==> src/rtl/extractor_tabla_verdad.sv <==
// -----------------------------------------------------------------------------
// extractor_tabla_verdad
//
// Sequential truth-table extractor. It sweeps every input combination of an
// ANCHO-input combinational function and waits ESPERA settle cycles per
// combination. It then samples the function's 1-bit output, builds the full
// truth table and streams the index of every minterm over a valid/ready
// handshake while counting the minterms.
//
// Ports
//   Reloj          in   clock, all state changes on the rising edge
//   Reset_n        in   synchronous reset, active low
//   Inicio         in   start request, honoured only while idle
//   Estimulo       out  combination currently applied to the function
//   Respuesta      in   function output, sampled once per combination
//   Tabla          out  Tabla[i] = Respuesta sampled with Estimulo = i
//   NumMinterms    out  number of 1s found so far (0 .. 2^ANCHO)
//   Minterm        out  index of the minterm being offered
//   MintermValido  out  Minterm is valid
//   MintermListo   in   consumer accepts Minterm
//   Ocupado        out  high while sweeping or offering a minterm
//   Fin            out  one-cycle completion pulse
// -----------------------------------------------------------------------------
module extractor_tabla_verdad #(
   parameter int ANCHO  = 4,
   parameter int ESPERA = 1
) (
   input  logic                    Reloj,
   input  logic                    Reset_n,
   input  logic                    Inicio,
   output logic [ANCHO-1:0]        Estimulo,
   input  logic                    Respuesta,
   output logic [(1<<ANCHO)-1:0]   Tabla,
   output logic [ANCHO:0]          NumMinterms,
   output logic [ANCHO-1:0]        Minterm,
   output logic                    MintermValido,
   input  logic                    MintermListo,
   output logic                    Ocupado,
   output logic                    Fin
);

   localparam int N  = 1 << ANCHO;
   localparam int CW = (ESPERA > 1) ? $clog2(ESPERA) : 1;
   localparam logic [CW-1:0]    CNT_ULT = CW'(ESPERA - 1);
   localparam logic [ANCHO-1:0] EST_ULT = '1;

   typedef enum logic [1:0] {
      REPOSO = 2'd0,
      APLICA = 2'd1,
      EMITE  = 2'd2,
      FIN    = 2'd3
   } estado_t;

   estado_t          state_q, state_d;
   logic [ANCHO-1:0] est_q,   est_d;
   logic [CW-1:0]    cnt_q,   cnt_d;
   logic [N-1:0]     tabla_q, tabla_d;
   logic [ANCHO:0]   num_q,   num_d;
   logic [ANCHO-1:0] min_q,   min_d;
   logic             val_q,   val_d;
   logic             ocu_q,   ocu_d;
   logic             fin_q,   fin_d;
   logic             avanzar;

   // NOTE: non-blocking assignments so every register is updated from the
   // values it saw before the edge, independent of statement order.
   always_ff @(posedge Reloj) begin
      if (!Reset_n) begin
         state_q <= REPOSO;
         est_q   <= '0;
         cnt_q   <= '0;
         tabla_q <= '0;
         num_q   <= '0;
         min_q   <= '0;
         val_q   <= 1'b0;
         ocu_q   <= 1'b0;
         fin_q   <= 1'b0;
      end else begin
         state_q <= state_d;
         est_q   <= est_d;
         cnt_q   <= cnt_d;
         tabla_q <= tabla_d;
         num_q   <= num_d;
         min_q   <= min_d;
         val_q   <= val_d;
         ocu_q   <= ocu_d;
         fin_q   <= fin_d;
      end
   end

   // NOTE: every signal gets its hold value first, so no path through the
   // case statement can leave one unassigned and infer a latch.
   always_comb begin
      state_d = state_q;
      est_d   = est_q;
      cnt_d   = cnt_q;
      tabla_d = tabla_q;
      num_d   = num_q;
      min_d   = min_q;
      val_d   = val_q;
      avanzar = 1'b0;

      case (state_q)
         REPOSO: begin
            // Previous table and count stay visible until the next start.
            if (Inicio) begin
               state_d = APLICA;
               est_d   = '0;
               cnt_d   = '0;
               tabla_d = '0;
               num_d   = '0;
            end
         end

         APLICA: begin
            cnt_d = cnt_q + 1'b1;
            // Sampling on the last settle cycle means Respuesta has seen the
            // current Estimulo for ESPERA full cycles.
            if (cnt_q == CNT_ULT) begin
               tabla_d[est_q] = Respuesta;
               if (Respuesta) begin
                  num_d   = num_q + 1'b1;
                  min_d   = est_q;
                  val_d   = 1'b1;
                  state_d = EMITE;
               end else begin
                  avanzar = 1'b1;
               end
            end
         end

         EMITE: begin
            // Estimulo stays frozen until the consumer takes the minterm.
            if (MintermListo) begin
               val_d   = 1'b0;
               avanzar = 1'b1;
            end
         end

         FIN: begin
            state_d = REPOSO;
         end

         default: begin
            state_d = REPOSO;
         end
      endcase

      // Shared advance step; the last combination ends the run without
      // wrapping Estimulo back to 0.
      if (avanzar) begin
         if (est_q == EST_ULT) begin
            state_d = FIN;
         end else begin
            est_d   = est_q + 1'b1;
            cnt_d   = '0;
            state_d = APLICA;
         end
      end
   end

   // Status outputs are decoded from the next state so they come straight
   // out of flops, aligned with the state they describe.
   always_comb begin
      ocu_d = (state_d == APLICA) || (state_d == EMITE);
      fin_d = (state_d == FIN);
   end

   assign Estimulo      = est_q;
   assign Tabla         = tabla_q;
   assign NumMinterms   = num_q;
   assign Minterm       = min_q;
   assign MintermValido = val_q;
   assign Ocupado       = ocu_q;
   assign Fin           = fin_q;

endmodule

==> config.mk <==
export PLATFORM = sky130hd
export DESIGN_NAME = extractor_tabla_verdad
export DESIGN_NICKNAME = d
export VERILOG_FILES = /design/src/rtl/extractor_tabla_verdad.sv
export SDC_FILE = /design/constraint.sdc
export NUM_CORES = 1
export LEC_CHECK = 0
export CAP_MARGIN = 20
export CELL_PAD_IN_SITES_DETAIL_PLACEMENT = 1
export CELL_PAD_IN_SITES_GLOBAL_PLACEMENT = 1
export CORE_MARGIN = 2
export CORE_UTILIZATION = 34
export DETAILED_ROUTE_END_ITERATION = 10
export PLACE_DENSITY = 0.74
export SLEW_MARGIN = 5
export SYNTH_ARGS = -nofsm -noshare
export SYNTH_HDL_FRONTEND = slang
export SYNTH_SLANG_ARGS = --single-unit
export TNS_END_PERCENT = 5
==> constraint.sdc <==
create_clock -name Reloj -period 1.7 [get_ports Reloj]
set_input_delay 0.17 -clock Reloj [delete_from_list [all_inputs] [get_ports Reloj]]
set_output_delay 0.17 -clock Reloj [all_outputs]
set_load 0.005 [all_outputs]
==> impl_metrics.env <==
export IMPL_layoutNonFillerInstCount=344
export IMPL_tns_ns=-0.0228
export IMPL_drcViolationCount=0
export IMPL_core_mm2=0.00514
export IMPL_yosysWarnings=0
export IMPL_multi_input_area_mm2=0.00114
export IMPL_skew_ns=0.00540
export IMPL_async_reset_ff_share_pct=0
export IMPL_antenna_found_initial=0
export IMPL_wl_per_cell_um=15.1
export IMPL_p_leak_nw=0.972
export IMPL_grt_pass1_wl_mm=8.42
export IMPL_clock_path_buffers=2
export IMPL_n_fill_cell=629
export IMPL_clkSinkCount=35
export IMPL_postPlaceCellArea_mm2=0.00242
export IMPL_design_die_area_mm2=0.00595
export IMPL_rsz0062_at_grt="true"
export IMPL_vdd_ir_drop_max_mv=0.641
export IMPL_viasPerCell=5.06
export IMPL_final_core_util_pct=52.4
export IMPL_ys_seq_area_share_pct=38.5
export IMPL_cts_buffers_inserted=5
export IMPL_drive_gt1_share_pct=25.9
export IMPL_overflow=0
export IMPL_num_vias=1739
export IMPL_ant_nets=0
export IMPL_clkTransAtPathRegs_ns=0.08
export IMPL_max_freq_ghz=0.580
export IMPL_violations="setup timing"
export IMPL_synth_cell_type_count=45
export IMPL_hpwl_mm=3.58
export IMPL_maxSlewHeadroom_pct=72.4
export IMPL_insertion_delay_ns=0.29
export IMPL_ys_seq_elements=35
export IMPL_post_route_cell_area_mm2=0.00269
export IMPL_syn_num_nets=228
export IMPL_hold_violations=0
export IMPL_setup_viol=1
export IMPL_drv_cap=0
export IMPL_htree_levels=2
export IMPL_synthFlopType="dfxtp_1"
export IMPL_hp_start="Tabla[10]"
export IMPL_swShare_pct=26.1
export IMPL_p_int_mw=1.69
export IMPL_power_density_mw_per_mm2=850
export IMPL_die_h_um=77.2
export IMPL_ios=37
export IMPL_netlist_area_mm2=0.00182
export IMPL_grt_max_degree=18
export IMPL_tritoncts="done"
export IMPL_register_area_um2=707
export IMPL_place_congestion=0.819
export IMPL_post_place_ws_ns=-0.146
export IMPL_dp_cells=334
export IMPL_startpoint_type="flop"
export IMPL_status="complete, but fails checks"
export IMPL_crit_fanout=5
export IMPL_worstMarginPinSlew_ns=0.410
export IMPL_area_growth_pct=48.0
export IMPL_port_buffers=36
export IMPL_switchingPower_mw=0.598
export IMPL_setup_ws_ns=-0.0228
export IMPL_critPathKind="flop to flop"
export IMPL_wl_mm=5.18
export IMPL_rows=26
export IMPL_die_w_um=77.2
export IMPL_pwr_share_comb_pct=22.6
export IMPL_grt_usage_pct=17.7
export IMPL_cts_root_buffer_cell="clkbuf_8"
export IMPL_p_total_mw=2.29
export IMPL_nets=288
export IMPL_initial_utilization_pct=35.4
export IMPL_dr_pass1_iters=4
export IMPL_seq_power_share_pct=38.0
export IMPL_required_ns=1.89
export IMPL_hp_class="flop to flop"
export IMPL_finalCritPeriodShare_pct=101
export IMPL_drt_iter0_drc=101
export IMPL_synthCells=213
export IMPL_arrival_ns=1.91
export IMPL_grt_pass1_vias=1746
export IMPL_endpoint_kind="flop"
export IMPL_final_max_slew_viol_count=0
export IMPL_antenna_cells=0
export IMPL_min_period_ns=1.72
export IMPL_synth_edf_count=0
export IMPL_clkPwrFrac_pct=39.5
export IMPL_final_cell_mix="36 x nand2_1, 36 x clkdlybuf4s50_1, 32 x dfxtp_1"
export IMPL_avgSynthCellArea_um2=8.54
export IMPL_whs_ns=0.472
## path summary, 6_finish.rpt
check | end | slack, ns | cells after the start
setup reg to reg | Ocupado | -0.02 | 8
hold / removal | Tabla[10] | 0.47 | 2
setup / recovery | Ocupado | -0.02 | 8
hold reg to reg | Tabla[10] | 0.47 | 2
## routing by layer
layer  wire length, µm  vias up  part of all wire (%)  track usage (%)
met5                 0        -                     0                0
met4                48        0                  0.93             4.29
met3               135        5                   2.6             3.88
met2              2640       24                    51             30.0
met1              2360      837                    46             22.7
li1                  -      873                     -                -
## flip-flops by register name (all words and copies together) (netlist names), named ones only
name           count
Tabla             16
NumMinterms        5
Estimulo           4
Minterm            4
Fin                1
MintermValido      1
Ocupado            1
cnt_q              1
state_q            1
## cell type report
| cell class | instances | area share [%] |
|---|---|---|
| sequential | 35 | 26.3 |
| clock buffer | 6 | 2.70 |
| multi-input combinational | 160 | 42.3 |
| inverter | 6 | 1.02 |
| tap | 70 | 3.25 |
| clock inverter | 2 | 2.23 |
| timing repair buffer | 65 | 22.2 |
## logic make-up (layout without fill, tap and decap cells)
kind of cell,Yosys count,count (layout),synth area share (%)
buffers and inverters,18,79,5.43
flip-flops,35,35,38.5
AO/OA/AOI/OAI,53,53,20.0
adder cells (fa/ha/maj),10,10,6.88
multiplexers,7,7,3.92
AND/OR/NAND/NOR,86,86,23.3
XOR/XNOR,4,4,1.93
## power by group through the flow
stage | Combinational [mW] | Clock (mW) | Sequential [mW]
CTS | 0.476 | 0.919 | 0.864
finish | 0.516 | 0.904 | 0.869
global route | 0.557 | 0.957 | 0.872
detailed placement | 0.434 | 0 | 0.878
floorplan | 0.276 | 0 | 0.877
global placement | 0.427 | 0 | 0.877
## worst max-delay path: stages (launching register included)
cell and delay [ns]:
dfxtp_2 0.34, buf_6 0.12, ha_4 0.17, buf_4 0.13, nor2_1 0.11, a21o_1 0.18, nand3_1 0.12, ha_1 0.30
and2_1 0.14
## what timing repair did
item,4_1_cts,5_1_grt
pin swaps,4,5
resized for setup,17,12
setup buffers,1,2
hold buffers,0,0
setup endpoints to repair,22,25
## cell usage after synthesis (3+ instances only)
| cell | instances | area (µm²) |
|---|---|---|
| nand2_1 | 36 | 135 |
| dfxtp_1 | 35 | 701 |
| o22ai_1 | 15 | 93.8 |
| nor2_1 | 13 | 48.8 |
| a21oi_1 | 10 | 50.1 |
| a21oi_2 | 10 | 87.6 |
| ha_1 | 10 | 125 |
| nand3_1 | 9 | 45.0 |
| clkbuf_1 | 6 | 22.5 |
| mux2i_1 | 6 | 60.1 |
| inv_1 | 5 | 18.8 |
| nor2b_1 | 5 | 31.3 |
| and2_1 | 4 | 25.0 |
| buf_6 | 4 | 45.0 |
| o21ai_0 | 4 | 20.0 |
| xnor2_1 | 4 | 35.0 |
| nand2b_1 | 3 | 18.8 |
| o31ai_1 | 3 | 22.5 |
Note: power is estimated with default switching activity, not from simulation.
